$ cat src/rtl/commit_trace_buffer_if.sv
// Commit-log / trace-stream interface for commit_trace_buffer.
// slave  : the trace buffer (consumes commit records, produces the trace stream).
// master : the surrounding environment (write-back stage plus trace sink).
interface commit_trace_if #(
  parameter int ADDR_WIDTH  = 64,
  parameter int DATA_WIDTH  = 64,
  parameter int INSTR_WIDTH = 32,
  parameter int REG_ADDR_W  = 5,
  parameter int DEPTH       = 8
) ();
  localparam int CW = $clog2(DEPTH) + 1;

  // write-back commit log
  logic                   log_trace;
  logic [ADDR_WIDTH-1:0]  pc_log;
  logic [INSTR_WIDTH-1:0] instruction_log;
  logic                   reg_we;
  logic [REG_ADDR_W-1:0]  rd_addr;
  logic [DATA_WIDTH-1:0]  wb_data;
  logic                   mem_access_log;
  logic                   mem_we_log;
  logic [ADDR_WIDTH-1:0]  mem_addr_log;
  logic [DATA_WIDTH-1:0]  mem_write_data_log;

  // trace sink stream
  logic                   trace_ready;
  logic                   trace_valid;
  logic [31:0]            trace_seq;
  logic [ADDR_WIDTH-1:0]  trace_pc;
  logic [INSTR_WIDTH-1:0] trace_instr;
  logic                   trace_rd_we;
  logic [REG_ADDR_W-1:0]  trace_rd_addr;
  logic [DATA_WIDTH-1:0]  trace_rd_data;
  logic                   trace_mem_access;
  logic                   trace_mem_we;
  logic [ADDR_WIDTH-1:0]  trace_mem_addr;
  logic [DATA_WIDTH-1:0]  trace_mem_wdata;

  // status
  logic [CW-1:0]          trace_count;
  logic                   trace_stall;
  logic [15:0]            trace_drop_cnt;

  modport slave (
    input  log_trace, pc_log, instruction_log, reg_we, rd_addr, wb_data,
           mem_access_log, mem_we_log, mem_addr_log, mem_write_data_log,
           trace_ready,
    output trace_valid, trace_seq, trace_pc, trace_instr, trace_rd_we,
           trace_rd_addr, trace_rd_data, trace_mem_access, trace_mem_we,
           trace_mem_addr, trace_mem_wdata, trace_count, trace_stall,
           trace_drop_cnt
  );

  modport master (
    output log_trace, pc_log, instruction_log, reg_we, rd_addr, wb_data,
           mem_access_log, mem_we_log, mem_addr_log, mem_write_data_log,
           trace_ready,
    input  trace_valid, trace_seq, trace_pc, trace_instr, trace_rd_we,
           trace_rd_addr, trace_rd_data, trace_mem_access, trace_mem_we,
           trace_mem_addr, trace_mem_wdata, trace_count, trace_stall,
           trace_drop_cnt
  );
endinterface

$ cat src/rtl/commit_trace_buffer.sv
// commit_trace_buffer: captures retired-instruction records from the write-back
// commit log into a DEPTH-entry FIFO and drains them in order over a
// valid/ready trace stream. Records arriving while full are counted as drops.
// All stream outputs come straight from registers (head record is pre-fetched).
// Optional feature macro: TRACE_MEM_FIELDS_EN -- when defined, the memory
// access fields are stored per entry; otherwise trace_mem_* are tied to 0.
module commit_trace_buffer #(
  parameter int ADDR_WIDTH  = 64,
  parameter int DATA_WIDTH  = 64,
  parameter int INSTR_WIDTH = 32,
  parameter int REG_ADDR_W  = 5,
  parameter int DEPTH       = 8
) (
  input  logic         clk_i,
  input  logic         arst_i,
  commit_trace_if.slave bus
);
  localparam int PW = $clog2(DEPTH);
  localparam int CW = PW + 1;

  typedef struct packed {
    logic [31:0]            seq;
    logic [ADDR_WIDTH-1:0]  pc;
    logic [INSTR_WIDTH-1:0] instr;
    logic                   rd_we;
    logic [REG_ADDR_W-1:0]  rd_addr;
    logic [DATA_WIDTH-1:0]  rd_data;
`ifdef TRACE_MEM_FIELDS_EN
    logic                   mem_access;
    logic                   mem_we;
    logic [ADDR_WIDTH-1:0]  mem_addr;
    logic [DATA_WIDTH-1:0]  mem_wdata;
`endif
  } rec_t;

  rec_t            mem [DEPTH];
  rec_t            new_rec;
  rec_t            head;
  rec_t            head_next;

  logic [PW-1:0]   wr_ptr;
  logic [PW-1:0]   rd_ptr;
  logic [PW-1:0]   rd_ptr_next;
  logic [CW-1:0]   count;
  logic [CW-1:0]   count_next;
  logic [31:0]     seq;
  logic [15:0]     drop_cnt;
  logic            valid;
  logic            stall;

  logic            full;
  logic            pop;
  logic            push;
  logic            drop;

  assign full = (count == CW'(DEPTH));
  assign pop  = valid & bus.trace_ready;
  assign push = bus.log_trace & (~full | pop);
  assign drop = bus.log_trace & full & ~pop;

  // Assemble the incoming record, tagged with the current sequence number.
  always_comb begin
    new_rec         = '0;
    new_rec.seq     = seq;
    new_rec.pc      = bus.pc_log;
    new_rec.instr   = bus.instruction_log;
    new_rec.rd_we   = bus.reg_we;
    new_rec.rd_addr = bus.rd_addr;
    new_rec.rd_data = bus.wb_data;
`ifdef TRACE_MEM_FIELDS_EN
    new_rec.mem_access = bus.mem_access_log;
    new_rec.mem_we     = bus.mem_we_log;
    new_rec.mem_addr   = bus.mem_addr_log;
    new_rec.mem_wdata  = bus.mem_write_data_log;
`endif
  end

  // Next occupancy from the push/pop pair; push+pop together keeps count.
  always_comb begin
    count_next = count;
    case ({push, pop})
      2'b10:   count_next = count + CW'(1);
      2'b01:   count_next = count - CW'(1);
      default: count_next = count;
    endcase
  end

  // Read pointer after this cycle's pop.
  always_comb begin
    if (pop) begin
      rd_ptr_next = rd_ptr + PW'(1);
    end else begin
      rd_ptr_next = rd_ptr;
    end
  end

  // Pre-fetch the next head record; forward the new record when it lands in
  // the head slot this cycle (FIFO empty, or one entry being popped).
  always_comb begin
    if (push && (wr_ptr == rd_ptr_next)) begin
      head_next = new_rec;
    end else begin
      head_next = mem[rd_ptr_next];
    end
  end

  // Record storage; contents need no reset because pointers gate visibility.
  always_ff @(posedge clk_i) begin
    if (push) begin
      mem[wr_ptr] <= new_rec;
    end
  end

  // Pointers, occupancy, sequence and drop counters, registered status outputs.
  always_ff @(posedge clk_i or posedge arst_i) begin
    if (arst_i) begin
      wr_ptr   <= '0;
      rd_ptr   <= '0;
      count    <= '0;
      seq      <= 32'd0;
      drop_cnt <= 16'd0;
      valid    <= 1'b0;
      stall    <= 1'b0;
    end else begin
      rd_ptr <= rd_ptr_next;
      count  <= count_next;
      valid  <= (count_next != CW'(0));
      stall  <= (count_next == CW'(DEPTH));
      if (push) begin
        wr_ptr <= wr_ptr + PW'(1);
        seq    <= seq + 32'd1;
      end
      if (drop && (drop_cnt != 16'hFFFF)) begin
        drop_cnt <= drop_cnt + 16'd1;
      end
    end
  end

  // Head record register driving the trace fields.
  always_ff @(posedge clk_i or posedge arst_i) begin
    if (arst_i) begin
      head <= '0;
    end else begin
      head <= head_next;
    end
  end

  assign bus.trace_valid    = valid;
  assign bus.trace_seq      = head.seq;
  assign bus.trace_pc       = head.pc;
  assign bus.trace_instr    = head.instr;
  assign bus.trace_rd_we    = head.rd_we;
  assign bus.trace_rd_addr  = head.rd_addr;
  assign bus.trace_rd_data  = head.rd_data;
  assign bus.trace_count    = count;
  assign bus.trace_stall    = stall;
  assign bus.trace_drop_cnt = drop_cnt;

`ifdef TRACE_MEM_FIELDS_EN
  assign bus.trace_mem_access = head.mem_access;
  assign bus.trace_mem_we     = head.mem_we;
  assign bus.trace_mem_addr   = head.mem_addr;
  assign bus.trace_mem_wdata  = head.mem_wdata;
`else
  assign bus.trace_mem_access = 1'b0;
  assign bus.trace_mem_we     = 1'b0;
  assign bus.trace_mem_addr   = '0;
  assign bus.trace_mem_wdata  = '0;
`endif

endmodule
$ cat src/flat_wrapper.sv
// flat-port wrapper written by rule: the top's interface ports become plain ports
module commit_trace_buffer_flat 
#(
  parameter int ADDR_WIDTH  = 64,
  parameter int DATA_WIDTH  = 64,
  parameter int INSTR_WIDTH = 32,
  parameter int REG_ADDR_W  = 5,
  parameter int DEPTH       = 8
)
  (clk_i, arst_i, bus_log_trace, bus_pc_log, bus_instruction_log, bus_reg_we, bus_rd_addr, bus_wb_data, bus_mem_access_log, bus_mem_we_log, bus_mem_addr_log, bus_mem_write_data_log, bus_trace_ready, bus_trace_valid, bus_trace_seq, bus_trace_pc, bus_trace_instr, bus_trace_rd_we, bus_trace_rd_addr, bus_trace_rd_data, bus_trace_mem_access, bus_trace_mem_we, bus_trace_mem_addr, bus_trace_mem_wdata, bus_trace_count, bus_trace_stall, bus_trace_drop_cnt);
  commit_trace_if #(.ADDR_WIDTH(ADDR_WIDTH), .DATA_WIDTH(DATA_WIDTH), .INSTR_WIDTH(INSTR_WIDTH), .REG_ADDR_W(REG_ADDR_W), .DEPTH(DEPTH)) bus_i ();
  input  logic clk_i;
  input  logic arst_i;
  input wire logic [$bits(bus_i.log_trace)-1:0] bus_log_trace;
  input wire logic [$bits(bus_i.pc_log)-1:0] bus_pc_log;
  input wire logic [$bits(bus_i.instruction_log)-1:0] bus_instruction_log;
  input wire logic [$bits(bus_i.reg_we)-1:0] bus_reg_we;
  input wire logic [$bits(bus_i.rd_addr)-1:0] bus_rd_addr;
  input wire logic [$bits(bus_i.wb_data)-1:0] bus_wb_data;
  input wire logic [$bits(bus_i.mem_access_log)-1:0] bus_mem_access_log;
  input wire logic [$bits(bus_i.mem_we_log)-1:0] bus_mem_we_log;
  input wire logic [$bits(bus_i.mem_addr_log)-1:0] bus_mem_addr_log;
  input wire logic [$bits(bus_i.mem_write_data_log)-1:0] bus_mem_write_data_log;
  input wire logic [$bits(bus_i.trace_ready)-1:0] bus_trace_ready;
  output wire logic [$bits(bus_i.trace_valid)-1:0] bus_trace_valid;
  output wire logic [$bits(bus_i.trace_seq)-1:0] bus_trace_seq;
  output wire logic [$bits(bus_i.trace_pc)-1:0] bus_trace_pc;
  output wire logic [$bits(bus_i.trace_instr)-1:0] bus_trace_instr;
  output wire logic [$bits(bus_i.trace_rd_we)-1:0] bus_trace_rd_we;
  output wire logic [$bits(bus_i.trace_rd_addr)-1:0] bus_trace_rd_addr;
  output wire logic [$bits(bus_i.trace_rd_data)-1:0] bus_trace_rd_data;
  output wire logic [$bits(bus_i.trace_mem_access)-1:0] bus_trace_mem_access;
  output wire logic [$bits(bus_i.trace_mem_we)-1:0] bus_trace_mem_we;
  output wire logic [$bits(bus_i.trace_mem_addr)-1:0] bus_trace_mem_addr;
  output wire logic [$bits(bus_i.trace_mem_wdata)-1:0] bus_trace_mem_wdata;
  output wire logic [$bits(bus_i.trace_count)-1:0] bus_trace_count;
  output wire logic [$bits(bus_i.trace_stall)-1:0] bus_trace_stall;
  output wire logic [$bits(bus_i.trace_drop_cnt)-1:0] bus_trace_drop_cnt;
  assign bus_i.log_trace = bus_log_trace;
  assign bus_i.pc_log = bus_pc_log;
  assign bus_i.instruction_log = bus_instruction_log;
  assign bus_i.reg_we = bus_reg_we;
  assign bus_i.rd_addr = bus_rd_addr;
  assign bus_i.wb_data = bus_wb_data;
  assign bus_i.mem_access_log = bus_mem_access_log;
  assign bus_i.mem_we_log = bus_mem_we_log;
  assign bus_i.mem_addr_log = bus_mem_addr_log;
  assign bus_i.mem_write_data_log = bus_mem_write_data_log;
  assign bus_i.trace_ready = bus_trace_ready;
  assign bus_trace_valid = bus_i.trace_valid;
  assign bus_trace_seq = bus_i.trace_seq;
  assign bus_trace_pc = bus_i.trace_pc;
  assign bus_trace_instr = bus_i.trace_instr;
  assign bus_trace_rd_we = bus_i.trace_rd_we;
  assign bus_trace_rd_addr = bus_i.trace_rd_addr;
  assign bus_trace_rd_data = bus_i.trace_rd_data;
  assign bus_trace_mem_access = bus_i.trace_mem_access;
  assign bus_trace_mem_we = bus_i.trace_mem_we;
  assign bus_trace_mem_addr = bus_i.trace_mem_addr;
  assign bus_trace_mem_wdata = bus_i.trace_mem_wdata;
  assign bus_trace_count = bus_i.trace_count;
  assign bus_trace_stall = bus_i.trace_stall;
  assign bus_trace_drop_cnt = bus_i.trace_drop_cnt;
  commit_trace_buffer #(.ADDR_WIDTH(ADDR_WIDTH), .DATA_WIDTH(DATA_WIDTH), .INSTR_WIDTH(INSTR_WIDTH), .REG_ADDR_W(REG_ADDR_W), .DEPTH(DEPTH)) u_core (.clk_i(clk_i), .arst_i(arst_i), .bus(bus_i));
endmodule
$ cat config.mk
export PLATFORM = sky130hd
export DESIGN_NAME = commit_trace_buffer_flat
export DESIGN_NICKNAME = d
export VERILOG_FILES = /design/src/rtl/commit_trace_buffer_if.sv /design/src/rtl/commit_trace_buffer.sv /design/src/flat_wrapper.sv
export SDC_FILE = /design/constraint.sdc
export NUM_CORES = 2
export LEC_CHECK = 0
export CAP_MARGIN = 15
export CORE_MARGIN = 5
export CORE_UTILIZATION = 30
export CTS_BUF_LIST = sky130_fd_sc_hd__clkbuf_8
export DETAILED_ROUTE_END_ITERATION = 6
export SYNTH_ARGS = -nofsm -noshare
export SYNTH_HDL_FRONTEND = slang
export SYNTH_SLANG_ARGS = --single-unit
$ cat constraint.sdc
create_clock -name clk_i -period 57.8 [get_ports clk_i]
set_clock_uncertainty 0.15 [all_clocks]
set_input_delay 11.56 -clock clk_i [delete_from_list [all_inputs] [get_ports clk_i]]
set_output_delay 11.56 -clock clk_i [all_outputs]
set_load 0.02 [all_outputs]
==> results.sh <==
export IMPL_yosys_warnings=0
export IMPL_critPathArrivalTime_ps=17400
export IMPL_worstSetupPathType="in -> reg"
export IMPL_synthFlopType="edfxtp_1"
export IMPL_end_kind="register"
export IMPL_syn_area_per_cell_sq_um=16.2
export IMPL_grt_pass1_wl_microns=270000
export IMPL_hold_class="reg -> reg"
export IMPL_slew_viol_final=0
export IMPL_slew_headroom_pct=25.1
export IMPL_drt_wirelength_per_cell_microns=21.7
export IMPL_hold_viol=0
export IMPL_intPower_w=0.00300
export IMPL_final_net_count=5269
export IMPL_antenna_found_initial=23
export IMPL_synth_common_cells="edfxtp_1, nand2_1, a32o_1, mux2i_1, dfrtp_1"
export IMPL_synth_edf_count=1584
export IMPL_cts_resized=0
export IMPL_leakagePower_nw=30.0
export IMPL_port_buffers=389
export IMPL_final_min_clock_period_ps=16650
export IMPL_setup_tns_ps=0
export IMPL_max_freq_ghz=0.0601
export IMPL_start_kind="input port"
export IMPL_cts_tree="done"
export IMPL_synth_cells=4445
export IMPL_synth_cell_types=60
export IMPL_layout_drive_gt1_share_pct=12.7
export IMPL_design_area_sq_um=84900
export IMPL_p_switching_w=0.00168
export IMPL_cts_hold_buf=0
export IMPL_rsz0062_at_grt="false"
export IMPL_drt_initial_drc_count=2680
export IMPL_finalSetupViolations=0
export IMPL_pwr_share_clk_pct=25.0
export IMPL_synth_seq_cells=1842
export IMPL_fp_row_count=180
export IMPL_cts_buffer_depth=4
export IMPL_ant_nets=0
export IMPL_drc=0
export IMPL_combPwrFrac_pct=36.3
export IMPL_vias=40148
export IMPL_multiInputGateArea_sq_um=15900
export IMPL_ir_drop_mv=0.0548
export IMPL_synth_area_leaders="edfxtp_1, dfrtp_1, a32o_1, mux2i_1, nand2_1"
export IMPL_root_buffer="clkbuf_8"
export IMPL_fp_dieW_microns=500
export IMPL_dieArea_sq_um=250000
export IMPL_maxCapViolations=0
export IMPL_fin_crit_sh_pct=28.8
export IMPL_area_delta_synth_final_pct=17.8
export IMPL_p_sw_share_pct=35.8
export IMPL_gp_congestion=0.732
export IMPL_yosysTopAreaCell="edfxtp_1"
export IMPL_clkSinkCount=1842
export IMPL_cts_setup_buffers=0
export IMPL_cts_clk_slew_worst_paths_ps=60
export IMPL_seq_power_share_pct=38.7
export IMPL_numCtsBuffers=327
export IMPL_netlist_area_leader_share_pct=66.0
export IMPL_timing_hold_ws_ps=339
export IMPL_start_util_pct=30.1
export IMPL_yosysMostFrequentCell="edfxtp_1"
export IMPL_core_area_sq_um=240000
export IMPL_gr_total_overflow=0
export IMPL_r2r_slack_ps=51850
export IMPL_drt_wl_total_microns=183000
export IMPL_critPathMaxFanout=149
export IMPL_die_height_microns=500
export IMPL_viasPerCell=4.77
export IMPL_ios=650
export IMPL_final_seq_area_sq_um=54000
export IMPL_insertion_delay_ps=1040
export IMPL_crit_required_ps=58560
export IMPL_fillers=22681
export IMPL_tightestPinTransition_ps=1120
export IMPL_outcome="complete, no violations"
export IMPL_drt_pass1_iterations=5
export IMPL_p_per_area_nw_per_um2=55.1
export IMPL_h_tree_depth=5
export IMPL_ys_async_sr_fraction_pct=14.0
export IMPL_synth_cell_area_sq_um=72100
export IMPL_grt_pass1_vias=41374
export IMPL_final_util_pct=35.4
export IMPL_grt_max_degree=150
export IMPL_grt_util_all_layers_pct=14.2
export IMPL_synth_seq_area_share_pct=74.9
export IMPL_placedInstanceArea_sq_um=78500
export IMPL_hpwl_microns=95200
[per-stage QoR]
step / setup slack, ps / power [W] / cells
2_1_floorplan: 25610 / 0.00306 / 4574
3_3_place_gp: 40230 / 0.00354 / 7820
3_5_place_dp: 40260 / 0.00356 / 7820
4_1_cts: 41410 / 0.00475 / 8406
5_1_grt: 40980 / 0.00493 / 8411
6_report: 41150 / 0.00468 / 8418
[cell type report]
cell class | instances | share of cell area, %
Antenna cell | 12 | 0.0354
Tap cell | 3185 | 4.69
Clock inverter | 207 | 1.35
Sequential cell | 1842 | 63.6
Inverter | 8 | 0.0589
Clock buffer | 379 | 6.14
Multi-Input combinational cell | 2321 | 18.7
Timing Repair Buffer | 464 | 5.35
[power groups by stage]
stage          registers, W  clock network [W]  logic (W)
6_report            0.00181            0.00117    0.00170
5_1_grt             0.00183            0.00127    0.00183
2_1_floorplan       0.00197                  0    0.00109
3_5_place_dp        0.00184                  0    0.00173
4_1_cts             0.00181            0.00121    0.00173
3_3_place_gp        0.00183                  0    0.00171
[sequential cells by signal (all words and copies together) (netlist names), 3 cells and up]
register                   flops
u_core.bus.trace_count         4
u_core.bus.trace_drop_cnt     16
u_core.bus.trace_instr        32
u_core.bus.trace_pc           64
u_core.bus.trace_rd_addr       5
u_core.bus.trace_rd_data      64
u_core.bus.trace_seq          32
u_core.mem                  1584
u_core.rd_ptr                  3
u_core.seq                    32
u_core.wr_ptr                  3
[worst max-delay path, cell delays in order]
cell             delay [ps]
clkdlybuf4s50_1         670
a21bo_1                 160
and2_4                  620
buf_4                   820
buf_4                   830
buf_12                  630
buf_4                   890
nand2_1                 120
a32o_1                  310
o31ai_2                 210
[per-layer routing]
| layer | routed length [microns] | GRT usage (%) | part of all wire [%] | up-vias |
|---|---|---|---|---|
| li1 | - | - | - | 17902 |
| met1 | 78900 | 18.4 | 43 | 20541 |
| met2 | 87800 | 23.6 | 48 | 1321 |
| met3 | 11600 | 3.53 | 6.4 | 364 |
| met4 | 4340 | 4.16 | 2.4 | 20 |
| met5 | 138 | 0 | 0.075 | - |
[cell families (layout without fill, tap and decap cells)]
group / count (synthesis) / in the layout / synth area share, %
flip-flops: 1842 / 1842 / 74.9
buffers and inverters: 411 / 1058 / 3.81
AND/OR/NAND/NOR: 1113 / 1113 / 6.14
adder cells (fa/ha/maj): 5 / 5 / 0.0868
multiplexers: 398 / 398 / 5.53
other: 1 / 142 / 0.00520
AO/OA/AOI/OAI: 619 / 619 / 8.77
XOR/XNOR: 56 / 56 / 0.729
[cell usage in the layout, fill, tap and decap left out, drive strengths merged, types with 14 or more instances in the layout]
master | Yosys | layout
a32o | 398 | 398
buf | 344 | 75
clkbuf | 59 | 379
clkdlybuf4s50 | 0 | 389
clkinv | 0 | 64
conb | 1 | 130
dfrtp | 258 | 258
edfxtp | 1584 | 1584
inv | 8 | 133
mux2i | 397 | 397
nand2 | 1017 | 1017
nand3 | 21 | 21
nand4 | 15 | 15
nor2 | 14 | 14
o31ai | 199 | 199
xnor2 | 40 | 40
xor2 | 14 | 14
[worst paths after layout]
path / startpoint / endpoint / depth (start not counted)
worst max-delay path: bus_trace_ready / u_core.bus.trace_instr[6] / 10
worst min-delay path: u_core.bus.trace_drop_cnt[7] / u_core.bus.trace_drop_cnt[7] / 1
worst max register to register: u_core.bus.trace_valid / u_core.bus.trace_instr[6] / 9
worst min register to register: u_core.bus.trace_drop_cnt[7] / u_core.bus.trace_drop_cnt[7] / 1
max in group asynchronous: arst_i / u_core.bus.trace_rd_addr[1] / 4
min in group asynchronous: arst_i / u_core.bus.trace_stall / 2
(Power assumes the default switching activity.)
